### src/rtl/itvm_pkg.sv
// itvm_pkg: shared types and constants for the ticket vending machine datapath.
//   note_e        - 2-bit note code presented to the note ejector.
//   NOTE_VAL_*    - face value in taka of each note code.
//   disp_state_e  - change_dispenser FSM states.
//   note_value()  - maps a note code to its face value.
package itvm_pkg;

    typedef enum logic [1:0] {
        NOTE_50   = 2'b00,
        NOTE_100  = 2'b01,
        NOTE_500  = 2'b10,
        NOTE_1000 = 2'b11
    } note_e;

    localparam int unsigned NOTE_VAL_50   = 50;
    localparam int unsigned NOTE_VAL_100  = 100;
    localparam int unsigned NOTE_VAL_500  = 500;
    localparam int unsigned NOTE_VAL_1000 = 1000;

    typedef enum logic [2:0] {
        StIdle,
        StSelect,
        StIssue,
        StDone,
        StFault
    } disp_state_e;

    function automatic int unsigned note_value(input note_e n);
        unique case (n)
            NOTE_50:   return NOTE_VAL_50;
            NOTE_100:  return NOTE_VAL_100;
            NOTE_500:  return NOTE_VAL_500;
            default:   return NOTE_VAL_1000;
        endcase
    endfunction

endpackage

### src/rtl/note_inventory.sv
// note_inventory: per-denomination note stock for the change dispenser.
// Only instantiated when CHANGE_DISPENSER_STOCK_EN is defined.
// Ports:
//   clk       - clock, rising edge.
//   rst       - asynchronous active-low reset; loads INIT_STOCK into every counter.
//   dec_i     - one note of note_i was taken by the ejector.
//   note_i    - note code to decrement.
//   refill_i  - reload every counter to INIT_STOCK; wins over a coincident dec_i.
//   avail_o   - bit i set when the counter for note code i is non-zero.
module note_inventory
    import itvm_pkg::*;
#(
    parameter int unsigned STOCK_W    = 8,
    parameter int unsigned INIT_STOCK = 20
) (
    input  logic       clk,
    input  logic       rst,
    input  logic       dec_i,
    input  note_e      note_i,
    input  logic       refill_i,
    output logic [3:0] avail_o
);

    logic [STOCK_W-1:0] stock_q [4];

    always_ff @(posedge clk or negedge rst) begin
        if (!rst) begin
            for (int i = 0; i < 4; i++) begin
                stock_q[i] <= STOCK_W'(INIT_STOCK);
            end
        end else if (refill_i) begin
            for (int i = 0; i < 4; i++) begin
                stock_q[i] <= STOCK_W'(INIT_STOCK);
            end
        end else if (dec_i && (stock_q[note_i] != '0)) begin
            // Saturate at zero rather than wrap.
            stock_q[note_i] <= stock_q[note_i] - 1'b1;
        end
    end

    always_comb begin
        avail_o = '0;
        for (int i = 0; i < 4; i++) begin
            avail_o[i] = (stock_q[i] != '0);
        end
    end

endmodule

### src/rtl/change_dispenser.sv
// change_dispenser: pays a refund amount out as physical notes, largest first,
// one note per valid/ack handshake with the note ejector.
// Build option: define CHANGE_DISPENSER_STOCK_EN to track per-denomination stock,
// skip empty denominations and make refill functional. Undefined: unlimited stock.
// Ports:
//   clk            - clock, rising edge.
//   rst            - asynchronous active-low reset.
//   start          - one-cycle request to pay out amount (ignored while busy).
//   amount         - refund value in taka, sampled with start.
//   note_ack       - ejector accepted the current note (only looked at in ISSUE).
//   refill         - reload all stock counters (stock build only).
//   dispense_valid - a note is presented to the ejector.
//   dispense_note  - note code: 00=50, 01=100, 10=500, 11=1000.
//   busy           - high in SELECT, ISSUE and DONE.
//   done           - one-cycle pulse when payout completes.
//   fault          - held high while in FAULT.
//   remaining      - value still to be paid.
module change_dispenser
    import itvm_pkg::*;
#(
    parameter int unsigned AMT_W       = 14,
    parameter int unsigned STOCK_W     = 8,
    parameter int unsigned INIT_STOCK  = 20,
    parameter int unsigned ACK_TIMEOUT = 15
) (
    input  logic             clk,
    input  logic             rst,
    input  logic             start,
    input  logic [AMT_W-1:0] amount,
    input  logic             note_ack,
    input  logic             refill,
    output logic             dispense_valid,
    output logic [1:0]       dispense_note,
    output logic             busy,
    output logic             done,
    output logic             fault,
    output logic [AMT_W-1:0] remaining
);

    localparam int unsigned TMO_W = $clog2(ACK_TIMEOUT + 1);

    disp_state_e      state_q, state_d;
    logic [AMT_W-1:0] rem_q, rem_d;
    note_e            note_q, note_d;
    logic [TMO_W-1:0] tmo_q, tmo_d;
    logic             valid_q, busy_q, done_q, fault_q;

    logic [3:0]       avail;
    logic             take;
    note_e            sel_note;
    logic             sel_ok;

    // A note leaves the machine only on an acknowledged ISSUE cycle.
    assign take = (state_q == StIssue) && note_ack;

`ifdef CHANGE_DISPENSER_STOCK_EN
    note_inventory #(
        .STOCK_W    (STOCK_W),
        .INIT_STOCK (INIT_STOCK)
    ) u_note_inventory (
        .clk      (clk),
        .rst      (rst),
        .dec_i    (take),
        .note_i   (note_q),
        .refill_i (refill),
        .avail_o  (avail)
    );
`else
    // Unlimited stock: every denomination is always available.
    assign avail = 4'b1111;

    logic               unused_refill;
    logic [STOCK_W-1:0] unused_stock;
    assign unused_refill = refill;
    assign unused_stock  = STOCK_W'(INIT_STOCK);
`endif

    // Greedy pick: largest available note not exceeding the remaining value.
    always_comb begin
        sel_note = NOTE_50;
        sel_ok   = 1'b0;
        if ((rem_q >= AMT_W'(NOTE_VAL_1000)) && avail[3]) begin
            sel_note = NOTE_1000;
            sel_ok   = 1'b1;
        end else if ((rem_q >= AMT_W'(NOTE_VAL_500)) && avail[2]) begin
            sel_note = NOTE_500;
            sel_ok   = 1'b1;
        end else if ((rem_q >= AMT_W'(NOTE_VAL_100)) && avail[1]) begin
            sel_note = NOTE_100;
            sel_ok   = 1'b1;
        end else if ((rem_q >= AMT_W'(NOTE_VAL_50)) && avail[0]) begin
            sel_note = NOTE_50;
            sel_ok   = 1'b1;
        end
    end

    always_comb begin
        state_d = state_q;
        rem_d   = rem_q;
        note_d  = note_q;
        tmo_d   = tmo_q;
        unique case (state_q)
            StIdle, StFault: begin
                if (start) begin
                    rem_d = amount;
                    if (amount == '0) begin
                        state_d = StDone;
                    end else if ((amount % AMT_W'(NOTE_VAL_50)) != '0) begin
                        state_d = StFault;
                    end else begin
                        state_d = StSelect;
                    end
                end
            end
            StSelect: begin
                if (sel_ok) begin
                    note_d  = sel_note;
                    tmo_d   = '0;
                    state_d = StIssue;
                end else begin
                    state_d = StFault;
                end
            end
            StIssue: begin
                if (note_ack) begin
                    // Selection guarantees the note value never exceeds rem_q.
                    rem_d   = rem_q - AMT_W'(note_value(note_q));
                    state_d = (rem_d == '0) ? StDone : StSelect;
                end else begin
                    tmo_d = tmo_q + 1'b1;
                    if (tmo_d == TMO_W'(ACK_TIMEOUT)) begin
                        state_d = StFault;
                    end
                end
            end
            StDone: begin
                state_d = StIdle;
            end
            default: begin
                state_d = StIdle;
            end
        endcase
    end

    // State and registered outputs, decoded from the next state.
    always_ff @(posedge clk or negedge rst) begin
        if (!rst) begin
            state_q <= StIdle;
            rem_q   <= '0;
            note_q  <= NOTE_50;
            tmo_q   <= '0;
            valid_q <= 1'b0;
            busy_q  <= 1'b0;
            done_q  <= 1'b0;
            fault_q <= 1'b0;
        end else begin
            state_q <= state_d;
            rem_q   <= rem_d;
            note_q  <= note_d;
            tmo_q   <= tmo_d;
            valid_q <= (state_d == StIssue);
            busy_q  <= (state_d == StSelect) || (state_d == StIssue) || (state_d == StDone);
            done_q  <= (state_d == StDone);
            fault_q <= (state_d == StFault);
        end
    end

    assign dispense_valid = valid_q;
    assign dispense_note  = note_q;
    assign busy           = busy_q;
    assign done           = done_q;
    assign fault          = fault_q;
    assign remaining      = rem_q;

endmodule

### config.mk
export PLATFORM = sky130hd
export DESIGN_NAME = change_dispenser
export DESIGN_NICKNAME = d
export VERILOG_FILES = /design/src/rtl/itvm_pkg.sv /design/src/rtl/note_inventory.sv /design/src/rtl/change_dispenser.sv
export SDC_FILE = /design/constraint.sdc
export NUM_CORES = 1
export LEC_CHECK = 0
export CAP_MARGIN = 30
export CORE_MARGIN = 2
export CORE_UTILIZATION = 55
export CTS_CLUSTER_DIAMETER = 60
export CTS_CLUSTER_SIZE = 25
export DETAILED_ROUTE_END_ITERATION = 6
export DONT_BUFFER_PORTS = 1
export HOLD_SLACK_MARGIN = 0.06
export PLACE_DENSITY = 0.72
export SLEW_MARGIN = 20
export SYNTH_ARGS = -nofsm -noshare
export SYNTH_HDL_FRONTEND = slang
export SYNTH_SLANG_ARGS = --single-unit
### constraint.sdc
create_clock -name clk -period 3.3 [get_ports clk]
set_input_delay 0.66 -clock clk [delete_from_list [all_inputs] [get_ports clk]]
set_output_delay 0.66 -clock clk [all_outputs]
set_load 0.05 [all_outputs]
Word level (Yosys, flattened, before mapping)
Cells that the tools add are included.
{"block": "word_totals", "reg_bits": 27, "inputBits": 19, "out_inout_bits": 20}
{"block": "op_classes", "n_addsub": 2, "div": 1, "order_cmp": 4, "eq_ne": 14, "muxes": 24, "n_reduce_logical": 13}
{"operator": "$mux W14", "n": 4}
{"operator": "$pmux W10 S3", "n": 1}
{"operator": "$logic_not A14 Y1", "n": 2}
{"operator": "$pmux W14 S2", "n": 1}
{"operator": "$mux W3", "n": 6}
{"operator": "$ge A14 B10 Y1 const B", "n": 1}
{"operator": "$ge A14 B6 Y1 const B", "n": 1}
{"operator": "$ge A14 B7 Y1 const B", "n": 1}
{"operator": "$ge A14 B9 Y1 const B", "n": 1}
{"operator": "$mod A14 B6 Y14 const B", "n": 1}
{"operator": "$reduce_bool A14 Y1", "n": 1}
{"operator": "$sub A14 B14 Y14", "n": 1}
{"operator": "$eq A3 B2 Y1 const B", "n": 3}
{"operator": "$pmux W3 S3", "n": 1}
{"operator": "$mux W4", "n": 2}
{"operator": "$ne A2 B2 Y1 const B", "n": 4}
{"operator": "$pmux W4 S2", "n": 1}
{"operator": "$eq A3 B1 Y1 const B", "n": 2}
{"operator": "$eq A3 B3 Y1 const B", "n": 2}
{"operator": "$mux W2", "n": 3}
{"operator": "$reduce_and A3 Y1", "n": 2}
{"operator": "$mux W1", "n": 5}
{"operator": "$add A4 B1 Y4 const B", "n": 1}
{"operator": "$eq A4 B4 Y1 const B", "n": 1}
{"operator": "other kinds (8)", "n": 10}

Depth between registers and ports, before layout
{"block": "logic_depth", "depth_word": 12, "ltp_mapped": 29}

Least setup slack after synthesis
Ideal clock, no wire load.
{"block": "synth_path", "kind": "input to register", "startpoint": "input amount[4]", "endpoint": "register fault_q, in the netlist fault", "arrival_ns": 5.776, "required_ns": 3.182, "slack_ns": -2.594, "path_stages": 25, "cell_sequence": "buf_2 -> or4_1 -> nor4_2 -> nand2_1 -> o31a_4 -> o311ai_4 -> a311oi_1 -> or4_1 -> buf_2 -> a211oi_2 -> or2_4 -> mux2i_1 -> and3_1 -> clkbuf_1 -> or4_1 -> nand3_2 -> a211oi_4 -> o22ai_1 -> ha_1 -> nand2_1 -> o21a_1 -> a221o_1 -> o31ai_2 -> a21oi_1 -> a21o_1"}
{"block": "synth_via", "elab_chain_cells": 7}
{"item": "start: declaration", "line": "change_dispenser.sv:29", "rtl": "input logic [AMT_W-1:0] amount,"}
{"item": "$mod A14 B6 Y14", "line": "change_dispenser.sv:108", "rtl": "end else if ((amount % AMT_W'(NOTE_VAL_50)) != '0) begin"}
{"item": "$reduce_bool A14 Y1", "line": "change_dispenser.sv:108"}
{"item": "$mux W3", "line": "change_dispenser.sv:108"}
{"item": "$mux W3 (*)", "line": "change_dispenser.sv:106", "rtl": "if (amount == '0) begin"}
{"item": "$mux W3 (*)", "line": "change_dispenser.sv:104", "rtl": "if (start) begin"}
{"item": "$pmux W3 S3 (*)", "line": "change_dispenser.sv:102", "rtl": "unique case (state_q)"}
{"item": "$eq A3 B3 Y1 (*)", "line": "change_dispenser.sv:164", "rtl": "fault_q <= (state_d == StFault);"}
{"item": "end signal: assignment", "line": "change_dispenser.sv:164"}
{"item": "end: declaration", "line": "change_dispenser.sv:46", "rtl": "logic valid_q, busy_q, done_q, fault_q;"}
Mark *: on every way between the ends. The rest lies on a longest branch, timed or not.
A chain may end at the register's enable or synchronous reset.

Worst setup path after layout
{"block": "layout_path", "startpoint": "input amount[12]", "endpoint": "register fault_q, in the netlist fault"}
The elaborated chain is that of the path after synthesis.

==> impl.org <==
** Synthesis
- Average cell area after synthesis :: approximately 7.4 um2
- Of the total synthesized cell area, the portion taken by XOR and XNOR cells is 0.0338.
- After synthesis, the largest family of logic cells by area is compound AO/OA/AOI/OAI gates.
- Proportion of synthesized chip area in sequential cells :: 0.165
- Yosys printed 0 warnings.
- Asr flop ratio synth :: 1.00
- Share of the synthesized area in compound gates (AO/OA/AOI/OAI) :: 0.374
- Among all flip-flop cells after synthesis, the most frequent one is dfrtp_1.
- In this run, distinct cell masters in the synthesized netlist total 83.
- After synthesis the netlist holds a flip-flop and latch count of 27.
- Synthesis handed over a netlist of 552 instances.
- Adder-Cell Fraction of Synth Area :: 0.0506
- Post-synthesis simple-gate area fraction :: 0.282
- Of the post-synthesis cell area, the part taken by muxes is 0.0283.
- Count of flip-flops with a built-in enable after synthesis :: 0
- The number of nets handed over by synthesis was just under 600.
- Total standard cell area after synthesis :: approximately 4000 um2

** Die
- Placeable core region :: between 7000 and 8000 um2
- In this run the count of I/O pins placed on the die edge is 39.
- Die Ht :: ~90 um
- FP Rows :: 31
- The die covers 8170 um2.
- From left edge to right edge, the die measures between 90 and 100 um.
- The initial utilization of the core area, before any placement, comes to 0.566.

** Power
- Pwr dens :: around 710 nW/um2
- VDD sags by at most 0.316 mV.
- Overall power consumption :: roughly 4.0 mW
- Of the total power, the share spent switching nets is 0.506.
- The share of total power dissipated in the clock network is 0.049.
- The share of total power dissipated in sequential elements is 0.145.
- The analysis attributes to net switching a power of 2.04 mW.
- Internal power consumption :: 1.98 mW
- Leakage component of the power :: 2.36 nW
- Part of the power in combinational logic :: 0.806

** Global route
- Met3 GRT Util :: 0.0284
- For this run the aggregate overflow at the end of global routing stands at 0.
- Largest net degree at the start of global routing :: 30
- After global routing, the most crowded layer is met2.
- The number of antenna violations at the first check in global routing is 0.
- Met2 layer usage reported by global route :: 0.586
- M1 GR Usage :: 0.418
- The number of global-route vias before repair came to 4939.
- The first global-routing pass estimated about 23 mm of wire.
- For this run, the total global-route usage over all layers was measured as 0.332.

** Status
- The checks that failed: negative setup slack.
- The run finished, with violations left.

** Final layout
- 0 antenna diodes ended up in the layout.
- Final layout net count :: 710
- Area Growth Syn to Fin :: 38.0%
- In the final layout, the share of cells above drive strength 1 is 0.378.

** Clocking
- Longest Clk Path Bufs :: 2
- Clock-pin slew was measured on the worst setup and hold paths at approximately 100 ps.
- At the later pin of the worst-skew pair, clock insertion delay measures roughly 280 ps.
- Clock tree synthesis selected as its root buffer the cell clkbuf_8.
- Clock sink count :: 27
- H-tree level count :: 1
- TritonCTS created 3 clock buffers.
- Clock tree from TritonCTS :: done

** Detailed routing
- Vias per std cell :: between 6 and 7
- Dividing the detail-routed wire length by the instance count gives 18.0 um.
- Remaining routing DRC violations :: 0
- The first detailed-routing pass ran for 6 iterations.
- Residual antenna-violating net count after detailed routing :: 0
- Starting DRT DRC Count :: around 440
- Total length of routed wires :: 13.9 mm
- Detailed routing inserted a total of roughly 5100 vias.

** STA
- Worst slew margin relative to its limit :: 0.533
- Number of hold-slack violations in the final timing report :: 0
- Final setup fails :: 5
- Setup repair after global routing could not meet its margin everywhere.
- In the post-route analysis, the smallest setup slack over all paths is -2350 ps.
- Slew at the pin closest to its max-slew limit :: between 600 and 700 ps
- Ratio of final minimum period to clock period :: 1.71
- The smallest clock period supported by the final layout is computed as 5650 ps.
- Worst Clk Skew :: around 2.7 ps
- Derived from the worst setup path, the maximum achievable clock frequency is 177 MHz.
- The total count of max-transition violations in the final report came to 0.
- Setup tns final :: -11610 ps

** Worst setup path
- Broken down by cell family, the worst path's largest delay share belongs to compound AO/OA/AOI/OAI gates.
- For this design, the slowest cell found on the critical path is a221o_2.
- Critical Path AT :: between 5000 and 6000 ps
- Worst Path Buf+Inv :: 2
- Data required time at the worst endpoint :: approximately 3500 ps
- Critical Path Source Type :: input pin
- Slowest stage delay, CP :: roughly 500 ps
- CP Max Fanout :: 27
- Crit path capture type :: register
- The critical path goes through or3b_1, o211ai_1, a211oi_4, o31a_1, o22ai_2, mux2i_1, o211ai_1, buf_4, nor3_1, a22oi_2, a221o_2, a21oi_2, buf_6, mux2i_4, nor2_2, a2111o_1, a221oi_2, xor2_2, o31ai_4, a21oi_2, a21o_1.
- Crit Path Class :: input pin to register

** Placement
- During placement, the flow inserted port buffers numbering 0.
- Summed over all nets, the half-perimeter wirelength after detailed placement is a little under 10 mm.
- Gp weighted congestion :: about 1

** Flow run
- Max-cap violations :: 0

** Min path
- Worst min path class :: input pin to register
## placed cells by master (no fill, tap or decap), types with 5 or more instances in the layout
cell type / Yosys / layout
dfrtp_1: 27 / 25
o21ai_0: 45 / 38
buf_6: 6 / 5
nor2_1: 50 / 46
a31oi_1: 10 / 9
nand3_1: 14 / 13
mux2i_1: 6 / 5
ha_1: 15 / 12
a21oi_1: 38 / 31
nor2b_1: 7 / 6
a211oi_4: 2 / 6
and3_1: 9 / 7
nand2b_1: 8 / 8
buf_4: 0 / 144
nand4_1: 7 / 7
and2_1: 10 / 9
a21o_1: 9 / 9
xor2_1: 6 / 5
nor3_1: 30 / 27
o21ai_1: 1 / 5
xnor2_1: 8 / 8
a211oi_1: 9 / 7
a22oi_1: 8 / 6
inv_1: 23 / 21
or3_1: 11 / 6
a21oi_2: 4 / 9
or3_4: 0 / 5
nand2_1: 44 / 41
o211ai_1: 13 / 13
## cells in the mapped netlist (all sizes together) (8+ instances only)
master,instances,share of area
a211oi,17,0.044
a21o,9,0.016
a21oi,42,0.055
a22oi,8,0.015
a31oi,10,0.015
and2,10,0.015
and3,9,0.014
buf,21,0.034
clkbuf,12,0.011
dfrtp,27,0.16
ha,15,0.046
inv,24,0.022
nand2,44,0.040
nand2b,8,0.012
nand3,15,0.020
nor2,50,0.046
nor3,31,0.039
nor4,8,0.019
o211ai,13,0.024
o21ai,47,0.058
or3,11,0.017
xnor2,9,0.021
## per-layer routing
metal | part of all wire | routed length, um | vias to the layer above
li1 | - | - | 2348
met1 | 0.39 | 5480 | 2413
met2 | 0.50 | 6940 | 258
met3 | 0.069 | 962 | 58
met4 | 0.037 | 517 | 0
met5 | 0 | 0 | -
## power by group through the flow
| stage | registers [mW] | clock network, mW | logic, mW |
|---|---|---|---|
| after detailed placement | 0.588 | 0 | 2.61 |
| after CTS | 0.581 | 0.196 | 2.89 |
| after global placement | 0.581 | 0 | 2.52 |
| after global routing | 0.595 | 0.209 | 3.47 |
| after floorplan | 0.724 | 0 | 1.66 |
| final | 0.583 | 0.196 | 3.24 |
## final timing paths
check / slack, ps / endpoint / start / cells past startpoint
max in group asynchronous: 2000 / tmo_q[0] / rst / 1
min reg2reg: 550 / tmo_q[3] / tmo_q[3] / 2
min: 530 / remaining[5] / amount[5] / 2
max: -2350 / fault / amount[12] / 21
max reg2reg: -40 / done / dispense_note[0] / 19
min in group asynchronous: 820 / remaining[8] / rst / 1
## cells by family after synthesis
kind of cell / after synthesis
and+or+nand+nor: 220
AOI/OAI and AO/OA: 207
buffers and inverters: 57
DFF: 27
adders and majority gates: 16
xor gates and xnor gates: 15
muxes: 10
## cell type report
type | count | area, um2
sequential | 27 | 678
tap | 99 | 124
inverter | 24 | 90.1
timing repair buffer | 151 | 1160
multi-input combinational | 468 | 3570
clock buffer | 3 | 41.3
clock inverter | 1 | 5.00
fill | 496 | 1590
## metrics by stage
| stage | hold slack, ps | instances | util | cell area (um2) | setup slack (ps) |
|---|---|---|---|---|---|
| after floorplan | 364 | 552 | - | 4210 | -2490 |
| after global placement | 365 | 740 | 0.697 | 5050 | -2520 |
| after detailed placement | 365 | 740 | 0.697 | 5050 | -2660 |
| after CTS | 64.8 | 764 | 0.751 | 5450 | -2250 |
| after global routing | 548 | 773 | 0.781 | 5670 | -2560 |
| final | 532 | 773 | 0.781 | 5670 | -2350 |
## repair_timing
item                                    4_1_cts  5_1_grt
hold buffers                                  1        1
hold endpoints to repair                     12       15
endpoints found under the setup margin        6        7
pin swaps                                    20       27
buffers inserted                             19        8
resized for setup                            41       35
## state kept, by name (all words and copies together), names as in the netlist
name	flops
busy	1
dispense_note	2
dispense_valid	1
done	1
fault	1
remaining	14
state_q	3
tmo_q	4
(Power assumes the default switching activity.)
